File: config.mk
export PLATFORM = sky130hd
export DESIGN_NAME = rtdf_packet_parser
export DESIGN_NICKNAME = d
export VERILOG_FILES = /design/src/rtl/rtdf_packet_parser.sv
export SDC_FILE = /design/constraint.sdc
export NUM_CORES = 1
export LEC_CHECK = 0
export ABC_AREA = 1
export CAP_MARGIN = 20
export CORE_MARGIN = 2
export CORE_UTILIZATION = 53
export DETAILED_ROUTE_END_ITERATION = 6
export GPL_TIMING_DRIVEN = 0
export MAX_ROUTING_LAYER = met4
export PLACE_DENSITY = 0.78
export SLEW_MARGIN = 30
export SYNTH_ARGS = -nofsm -noshare
export SYNTH_HDL_FRONTEND = slang
export SYNTH_SLANG_ARGS = --single-unit
File: constraint.sdc
create_clock -name clk -period 2.3 [get_ports clk]
set_input_delay 0.46 -clock clk [delete_from_list [all_inputs] [get_ports clk]]
set_output_delay 0.46 -clock clk [all_outputs]
set_load 0.05 [all_outputs]
File: src/rtl/rtdf_packet_parser.sv
// rtdf_packet_parser
//   Ethernet frame parser for the real-time data feed. Reads 16-bit words
//   from a show-ahead RX FIFO, validates the frame header (ethertype, magic,
//   payload length), forwards only payload sample words through a
//   valid/ready handshake and drains padding/CRC. Keeps packet, good-packet
//   and missed-sequence debug counters.
//
// Ports
//   clk                single clock
//   reset_n            asynchronous active-low reset
//   rx_fifo_empty      RX FIFO empty flag (head word valid when low)
//   rx_fifo_rd_data    RX FIFO head word
//   rx_fifo_rd_req     pop request (combinational)
//   out_ready          downstream can accept a payload word
//   out_valid          out_data carries a payload word (combinational)
//   out_data           payload word, unmodified
//   pkt_done           one-cycle pulse after the last pop of a frame
//   packet_count       frames started, mod 512
//   good_packet_count  frames passing all header checks, mod 512
//   missed_count       skipped sequence numbers, mod 512
module rtdf_packet_parser #(
  parameter logic [15:0] ETHERTYPE = 16'h88B5,
  parameter logic [15:0] MAGIC     = 16'h4750,
  parameter logic [15:0] MAX_WORDS = 16'd736
) (
  input  logic        clk,
  input  logic        reset_n,
  input  logic        rx_fifo_empty,
  input  logic [15:0] rx_fifo_rd_data,
  output logic        rx_fifo_rd_req,
  input  logic        out_ready,
  output logic        out_valid,
  output logic [15:0] out_data,
  output logic        pkt_done,
  output logic [8:0]  packet_count,
  output logic [8:0]  good_packet_count,
  output logic [8:0]  missed_count
);

  typedef enum logic [2:0] {
    S_LEN,
    S_MAC,
    S_TYPE,
    S_MAGIC,
    S_SEQ,
    S_COUNT,
    S_DATA,
    S_DRAIN
  } state_t;

  state_t      r_state;
  logic [15:0] r_w;          // frame words following the length word
  logic [10:0] r_cnt;        // pops since the length word
  logic [15:0] r_left;       // payload words still to forward
  logic [15:0] r_seq;
  logic [15:0] r_expected;
  logic        r_seq_seen;
  logic        r_pkt_done;
  logic [8:0]  r_packet_count;
  logic [8:0]  r_good_count;
  logic [8:0]  r_missed_count;

  logic        w_in_data;
  logic        w_out_valid;
  logic        w_rd_req;
  logic        w_pop;
  logic [10:0] w_cnt_next;
  logic        w_frame_end;
  logic [15:0] w_len_sum;
  logic [15:0] w_len_w;
  logic        w_n_bad;
  logic [15:0] w_seq_diff;

  // Request terms are gated by reset_n so nothing is popped while in reset.
  assign w_in_data   = (r_state == S_DATA);
  assign w_out_valid = reset_n & w_in_data & ~rx_fifo_empty;
  assign w_rd_req    = w_in_data ? (w_out_valid & out_ready)
                                 : (reset_n & ~rx_fifo_empty);
  assign w_pop       = w_rd_req & ~rx_fifo_empty;

  assign w_cnt_next  = r_cnt + 11'd1;
  assign w_frame_end = ({5'd0, w_cnt_next} == r_w);

  // W = (L+1)>>1 with the increment wrapping in 16 bits.
  assign w_len_sum   = rx_fifo_rd_data + 16'd1;
  assign w_len_w     = {1'b0, w_len_sum[15:1]};

  // The header (10 words) and CRC (2 words) must fit around N payload words.
  assign w_n_bad     = (rx_fifo_rd_data > MAX_WORDS) ||
                       ({1'b0, r_w} < (17'd12 + {1'b0, rx_fifo_rd_data}));

  assign w_seq_diff  = r_seq - r_expected;

  assign rx_fifo_rd_req    = w_rd_req;
  assign out_valid         = w_out_valid;
  assign out_data          = rx_fifo_rd_data;
  assign pkt_done          = r_pkt_done;
  assign packet_count      = r_packet_count;
  assign good_packet_count = r_good_count;
  assign missed_count      = r_missed_count;

  always_ff @(posedge clk or negedge reset_n) begin
    if (!reset_n) begin
      r_state        <= S_LEN;
      r_w            <= '0;
      r_cnt          <= '0;
      r_left         <= '0;
      r_seq          <= '0;
      r_expected     <= '0;
      r_seq_seen     <= 1'b0;
      r_pkt_done     <= 1'b0;
      r_packet_count <= '0;
      r_good_count   <= '0;
      r_missed_count <= '0;
    end else begin
      r_pkt_done <= 1'b0;
      if (w_pop) begin
        if (r_state == S_LEN) begin
          r_w            <= w_len_w;
          r_cnt          <= '0;
          r_packet_count <= r_packet_count + 9'd1;
          if (w_len_w == 16'd0) begin
            // Empty frame: nothing follows the length word.
            r_pkt_done <= 1'b1;
            r_state    <= S_LEN;
          end else if (w_len_w < 16'd12) begin
            r_state <= S_DRAIN;
          end else begin
            r_state <= S_MAC;
          end
        end else begin
          r_cnt <= w_cnt_next;
          case (r_state)
            S_MAC: begin
              if (r_cnt == 11'd5) r_state <= S_TYPE;
            end
            S_TYPE: begin
              r_state <= (rx_fifo_rd_data == ETHERTYPE) ? S_MAGIC : S_DRAIN;
            end
            S_MAGIC: begin
              r_state <= (rx_fifo_rd_data == MAGIC) ? S_SEQ : S_DRAIN;
            end
            S_SEQ: begin
              r_seq   <= rx_fifo_rd_data;
              r_state <= S_COUNT;
            end
            S_COUNT: begin
              r_left <= rx_fifo_rd_data;
              if (w_n_bad) begin
                r_state <= S_DRAIN;
              end else begin
                r_good_count <= r_good_count + 9'd1;
                if (r_seq_seen) begin
                  r_missed_count <= r_missed_count + w_seq_diff[8:0];
                end
                r_seq_seen <= 1'b1;
                r_expected <= r_seq + 16'd1;
                r_state    <= (rx_fifo_rd_data == 16'd0) ? S_DRAIN : S_DATA;
              end
            end
            S_DATA: begin
              r_left <= r_left - 16'd1;
              if (r_left == 16'd1) r_state <= S_DRAIN;
            end
            default: begin
              r_state <= S_DRAIN;
            end
          endcase
          // Last word of the frame, whatever state consumed it.
          if (w_frame_end) begin
            r_pkt_done <= 1'b1;
            r_state    <= S_LEN;
          end
        end
      end
    end
  end

endmodule

# == Yosys cells after proc, flatten, opt, wreduce, memory -nomap -nowiden ==
# Index checks and enable logic that the tools add are counted.
# word_totals
ff_bits,92
latch_bits,0
mem_bits_rw,0
mem_bits_ro,0
inputBits,20
out_inout_bits,46
word_cells,73
n_memories,0
# op_classes
addsub,9
mul,0
n_div,0
order_cmp,3
n_eq_ne,13
n_shift,0
n_mux,18
n_bitwise,8
reduce_logical,11
# ops
operator,n
$logic_not A16 Y1,2
$pmux W16 S2,1
$add A9 B1 Y9 const B,3
$mux W3,7
$pmux W3 S6,1
$add A4 B16 Y17 const A,1
$lt A15 B17 Y1,1
$add A16 B1 Y16 const B,1
$eq A16 B1 Y1 const B,1
$eq A16 B15 Y1 const B,1
$eq A16 B16 Y1 const B,1
$gt A16 B10 Y1 const B,1
$sub A16 B1 Y16 const B,1
$eq A11 B15 Y1,1
$lt A15 B4 Y1 const B,1
$add A11 B1 Y11 const B,1
$eq A11 B3 Y1 const B,1
$mux W11,1
$add A9 B9 Y9,1
$eq A3 B3 Y1 const B,3
$reduce_and A3 Y1,3
$sub A9 B9 Y9,1
$mux W1,7
$eq A3 B2 Y1 const B,2
12 further kinds,18

# == Longest topological paths before layout ==
# depth
word_depth,7
depth_mapped,21
ltp_nobuf,21

# == Worst setup path after synthesis ==
# Ideal clock, no wire load.
# synth_path
path_type,in2reg
startpoint,in rx_fifo_rd_data[3]
endpoint,"reg r_missed_count[6], in the netlist missed_count[6]"
setup_time_ns,0.122
arrival_ns,2.673
t_required_ns,2.178
slack_ns,-0.495
stages,20
path_buffers,1
path_cell_list,inv_1 -> ha_1 -> nor2_1 -> nand2_1 -> xor2_1 -> ha_1 -> nand2_1 -> nor2_1 -> nand3_1 -> nand3_1 -> nand2_1 -> nand2_1 -> nand2_1 -> a21oi_2 -> nand2_4 -> nor2_4 -> inv_4 -> buf_6 -> nand2_1 -> o21ai_2
# synth_between
elab_chain_cells,5
word_cells_on_any_way,6
cone_classes,1 x add/sub; 2 x order compare; 1 x bitwise; 2 x reduce/logical
# synth_rtl
item,line,source
start: declaration,29,"input logic [15:0] rx_fifo_rd_data,"
$add A4 B16 Y17,90,"({1'b0, r_w} < (17'd12 + {1'b0, rx_fifo_rd_data}));"
$lt A15 B17 Y1,90,
$logic_or A1 B1 Y1 *,89,assign w_n_bad = (rx_fifo_rd_data > MAX_WORDS) ||
$not A1 Y1 (no line) *,-,
$reduce_and A5 Y1 (no line) *,-,
end signal: assignment,154,r_missed_count <= r_missed_count + w_seq_diff[8:0];
end: declaration,61,logic [8:0] r_missed_count;
# Mark *: on every way between the ends. The rest lies on a longest branch, timed or not.
# A chain may end at the register's enable or synchronous reset.

# == Final worst setup path ==
# layout_path
startpoint,in rx_fifo_rd_data[8]
endpoint,"reg r_missed_count[8], in the netlist missed_count[8]"
# The elaborated chain is that of the path after synthesis.

==> impl_metrics.toml <==
[sta]
fin_tns_setup_ps = -5170
clock_skew_ps = 8.63
rsz0062_at_grt = "yes"
finalSetupViolCount = 29
slew_headroom_pct = 49.1
fin_crit_sh_pct = 112
fin_crit_ps = 2570
report.final.slew_viol_count = 0
worst_slack_ps = -275
finalHoldViolCount = 0
fmax_mhz = 388
tightest_slew_ps = 755

[global_route]
antenna_found_initial = 0
grt_pass1_wl_um = 27300
grt-ovfl-total = 0
grt_max_degree = 37
track_usage_pct = 27.0
first_global_vias = 5806

[power]
combinationalPowerShare_pct = 46.3
power_leakage_nw = 3.90
p_per_area_mw_per_mm2 = 972
irDropWorstVdd_uv = 666
net-switching-power_mw = 3.45
seqPwrFrac_pct = 32.8
total_power_mw = 7.96
clock_power_share_pct = 20.9
swShare_pct = 43.3
cellInternalPower_mw = 4.51

[routing]
num_vias = 6000
drc = 0
final_antenna_net_count = 0
post_drt_wl_per_cell_um = 14.7
via_per_inst = 5.34
routed_wl_um = 16500
first_iter_violations = 408
dr.pass1.iters = 5

[worst_setup_path]
r2r-end = "missed_count[6]$_DFFE_PN0P_"
path_class = "input port to flip-flop"
crit_fanout = 8
worst_path_most_repeated_cell = "nand2_2"
cp_top_family = "simple AND/OR/NAND/NOR gates"
crit_chain = "buf_4, nand2_2, nor3_4, nand3_2, xor2_1, ha_1, nand2_1, o21a_1, nand2_2, nand2_2, a21oi_4, nand2_4, nor2_4, inv_4, buf_8, nand2_1, o21ai_1"
r2r_slack_ps = -210
cp_slowest_cell = "ha_1"
worstRegToRegCells = 8
critical_path_buf_inv_count = 3
crit_path_max_incr_delay_ps = 300
rr_startpoint = "r_seq[1]$_DFFE_PN0P_"
start_kind = "input port"
cp.arrival_ps = 2810
cp-end-kind = "flip-flop"
crit_required_ps = 2540

[floorplanning]
rows = 40
die_w_um = 115
io_pins = 66
dieArea_mm2 = 0.0133
fp.coreArea_mm2 = 0.0121
die_h_um = 115
initial_core_util_pct = 54.4

[run]
maxCapViolCount = 0

[yosys]
syn_inst = 854
synth_area_per_cell_um2 = 7.68
synth_area_mm2 = 0.00656
synth_fp_nets = 919
synth-seq-cells = 92
synthArstFlopShare_pct = 100
synth_edf_count = 0
dominantRegCellSynth = "dfrtp_1"
netlist.area_leader.share_pct = 35.1
ys_types = 45
seq_area_frac_synth_pct = 35.1
yosysWarnings = 0
netlist_top_cells_area = "dfrtp_1 (35%), nand2_1 (12%), ha_1 (7.1%), inv_1 (6.2%), xor2_1 (6.1%)"
yosysTopAreaCell = "dfrtp_1"

[layout]
n_fill_cell = 960
final_core_util_pct = 67.9
regArea_mm2 = 0.00231
drive_gt1_share_pct = 18.0
layout_commonest_cell = "nand2_1"
num-nets-final = 1015
diodes = 0
areaGrowthSynthToFinish_pct = 24.9
mostFrequentLayoutCells = "nand2_1 (194), inv_1 (101), dfrtp_1 (89), o21ai_0 (59), nor2_1 (52)"
final_area_mm2 = 0.00819
multi_input_area_mm2 = 0.00375

[status]
status = "finished with violations"
failed_checks = "setup timing"

[placement]
place_ws_ps = -1610
place_area_mm2 = 0.00744
portBuffers = 60
gp_congestion = 0.958
dpl.hpwl_um = 11700

[cts]
htreeDepth = 3
cts.sinks = 92
cts_tree = "built"
cts_max_path_buffers = 2
cts_made_buffers = 9
cts_root_buf = "clkbuf_16"
clk_pin_slew_ps = 70
clk_latency_ps = 360

[min_path]
hold_class = "input port to asynchronous set/reset pin"
## cell families (layout without fill, tap and decap cells)
group | count (synthesis) | in the layout | synth area share, %
simple gates | 377 | 377 | 25.7
buf+inv | 152 | 253 | 10.5
compound gates | 128 | 128 | 11.2
flops | 92 | 92 | 35.1
xor+xnor | 60 | 60 | 8.02
fa+ha+maj | 45 | 45 | 9.50
## cell type report
| cell class | count | share of cell area, % |
|---|---|---|
| Multi-Input combinational cell | 610 | 45.8 |
| Sequential cell | 92 | 28.2 |
| Timing Repair Buffer | 87 | 10.8 |
| Inverter | 117 | 5.71 |
| Clock buffer | 10 | 2.92 |
| Buffer | 33 | 2.90 |
| Tap cell | 168 | 2.57 |
| Clock inverter | 6 | 1.12 |
## cells in the mapped netlist (2+ instances only)
| master | number |
|---|---|
| a21oi_1 | 25 |
| a22o_1 | 4 |
| buf_2 | 7 |
| buf_4 | 22 |
| buf_6 | 2 |
| clkbuf_1 | 3 |
| dfrtp_1 | 92 |
| fa_1 | 8 |
| ha_1 | 37 |
| inv_1 | 108 |
| inv_2 | 6 |
| inv_4 | 3 |
| nand2_1 | 208 |
| nand2_2 | 4 |
| nand3_1 | 45 |
| nand3b_1 | 6 |
| nand4_1 | 17 |
| nor2_1 | 58 |
| nor2_2 | 8 |
| nor2_4 | 4 |
| nor3_1 | 16 |
| nor3_2 | 2 |
| nor4_1 | 3 |
| o211ai_1 | 2 |
| o21ai_0 | 66 |
| o21ai_1 | 4 |
| o21ai_2 | 6 |
| o22ai_1 | 13 |
| xnor2_1 | 14 |
| xor2_1 | 46 |
## metrics by stage
step / std cells / hold slack (ps)
floorplan: 854 / 164
global placement: 1082 / 472
detailed placement: 1083 / 338
CTS: 1118 / 61.5
global route: 1123 / 72.8
finish: 1123 / 57.3
## sequential cells by signal (all words and copies together), names as in the netlist
name               cells
r_left                16
packet_count           9
r_seq_seen             1
r_cnt                 11
good_packet_count      9
missed_count           9
pkt_done               1
r_seq                  9
r_w                   15
r_state                3
r_expected             9
## worst register-to-register path: stages (launching register included)
cell and delay (ps):
dfrtp_1 420, inv_1 130, fa_1 470, fa_1 480, o21ai_1 310, a21oi_1 110
o21ai_0 240, xnor2_1 170, o21ai_2 70
## metal layers
metal	wire [um]	track usage, %	part of all wire, %	vias up
met5	0	-	0	-
met4	394	12.6	2.4	0
met3	923	4.01	5.6	41
met2	7780	42.1	47	212
met1	7400	34.7	45	2808
li1	-	-	-	2939
## power groups by stage
stage,registers [mW],clock network (mW),logic (mW)
detailed placement,2.62,0,3.43
finish,2.61,1.66,3.69
global placement,2.61,0,3.32
CTS,2.59,1.68,3.61
floorplan,2.62,0,2.57
global route,2.68,1.75,4.14
## repair_timing
item,in CTS,in global routing
hold endpoints to repair,22,0
hold buffers,1,0
setup buffers,18,6
endpoints found under the setup margin,45,32
cloned,2,0
pin swaps,22,12
resized for setup,94,21
## worst max-delay path by stage
stage,start,to,slack [ps],depth (start not counted)
final,rx_fifo_rd_data[8],missed_count[8]$_DFFE_PN0P_,-270,17
after global routing,rx_fifo_rd_data[2],missed_count[8]$_DFFE_PN0P_,-370,21
after CTS,rx_fifo_rd_data[3],missed_count[8]$_DFFE_PN0P_,-230,21
after detailed placement,rx_fifo_rd_data[2],missed_count[6]$_DFFE_PN0P_,-1610,21
after global placement,reset_n,rx_fifo_rd_req,-4580,7
after floorplan,rx_fifo_rd_data[3],missed_count[6]$_DFFE_PN0P_,-370,20
Power figures use the tool's default switching activity.
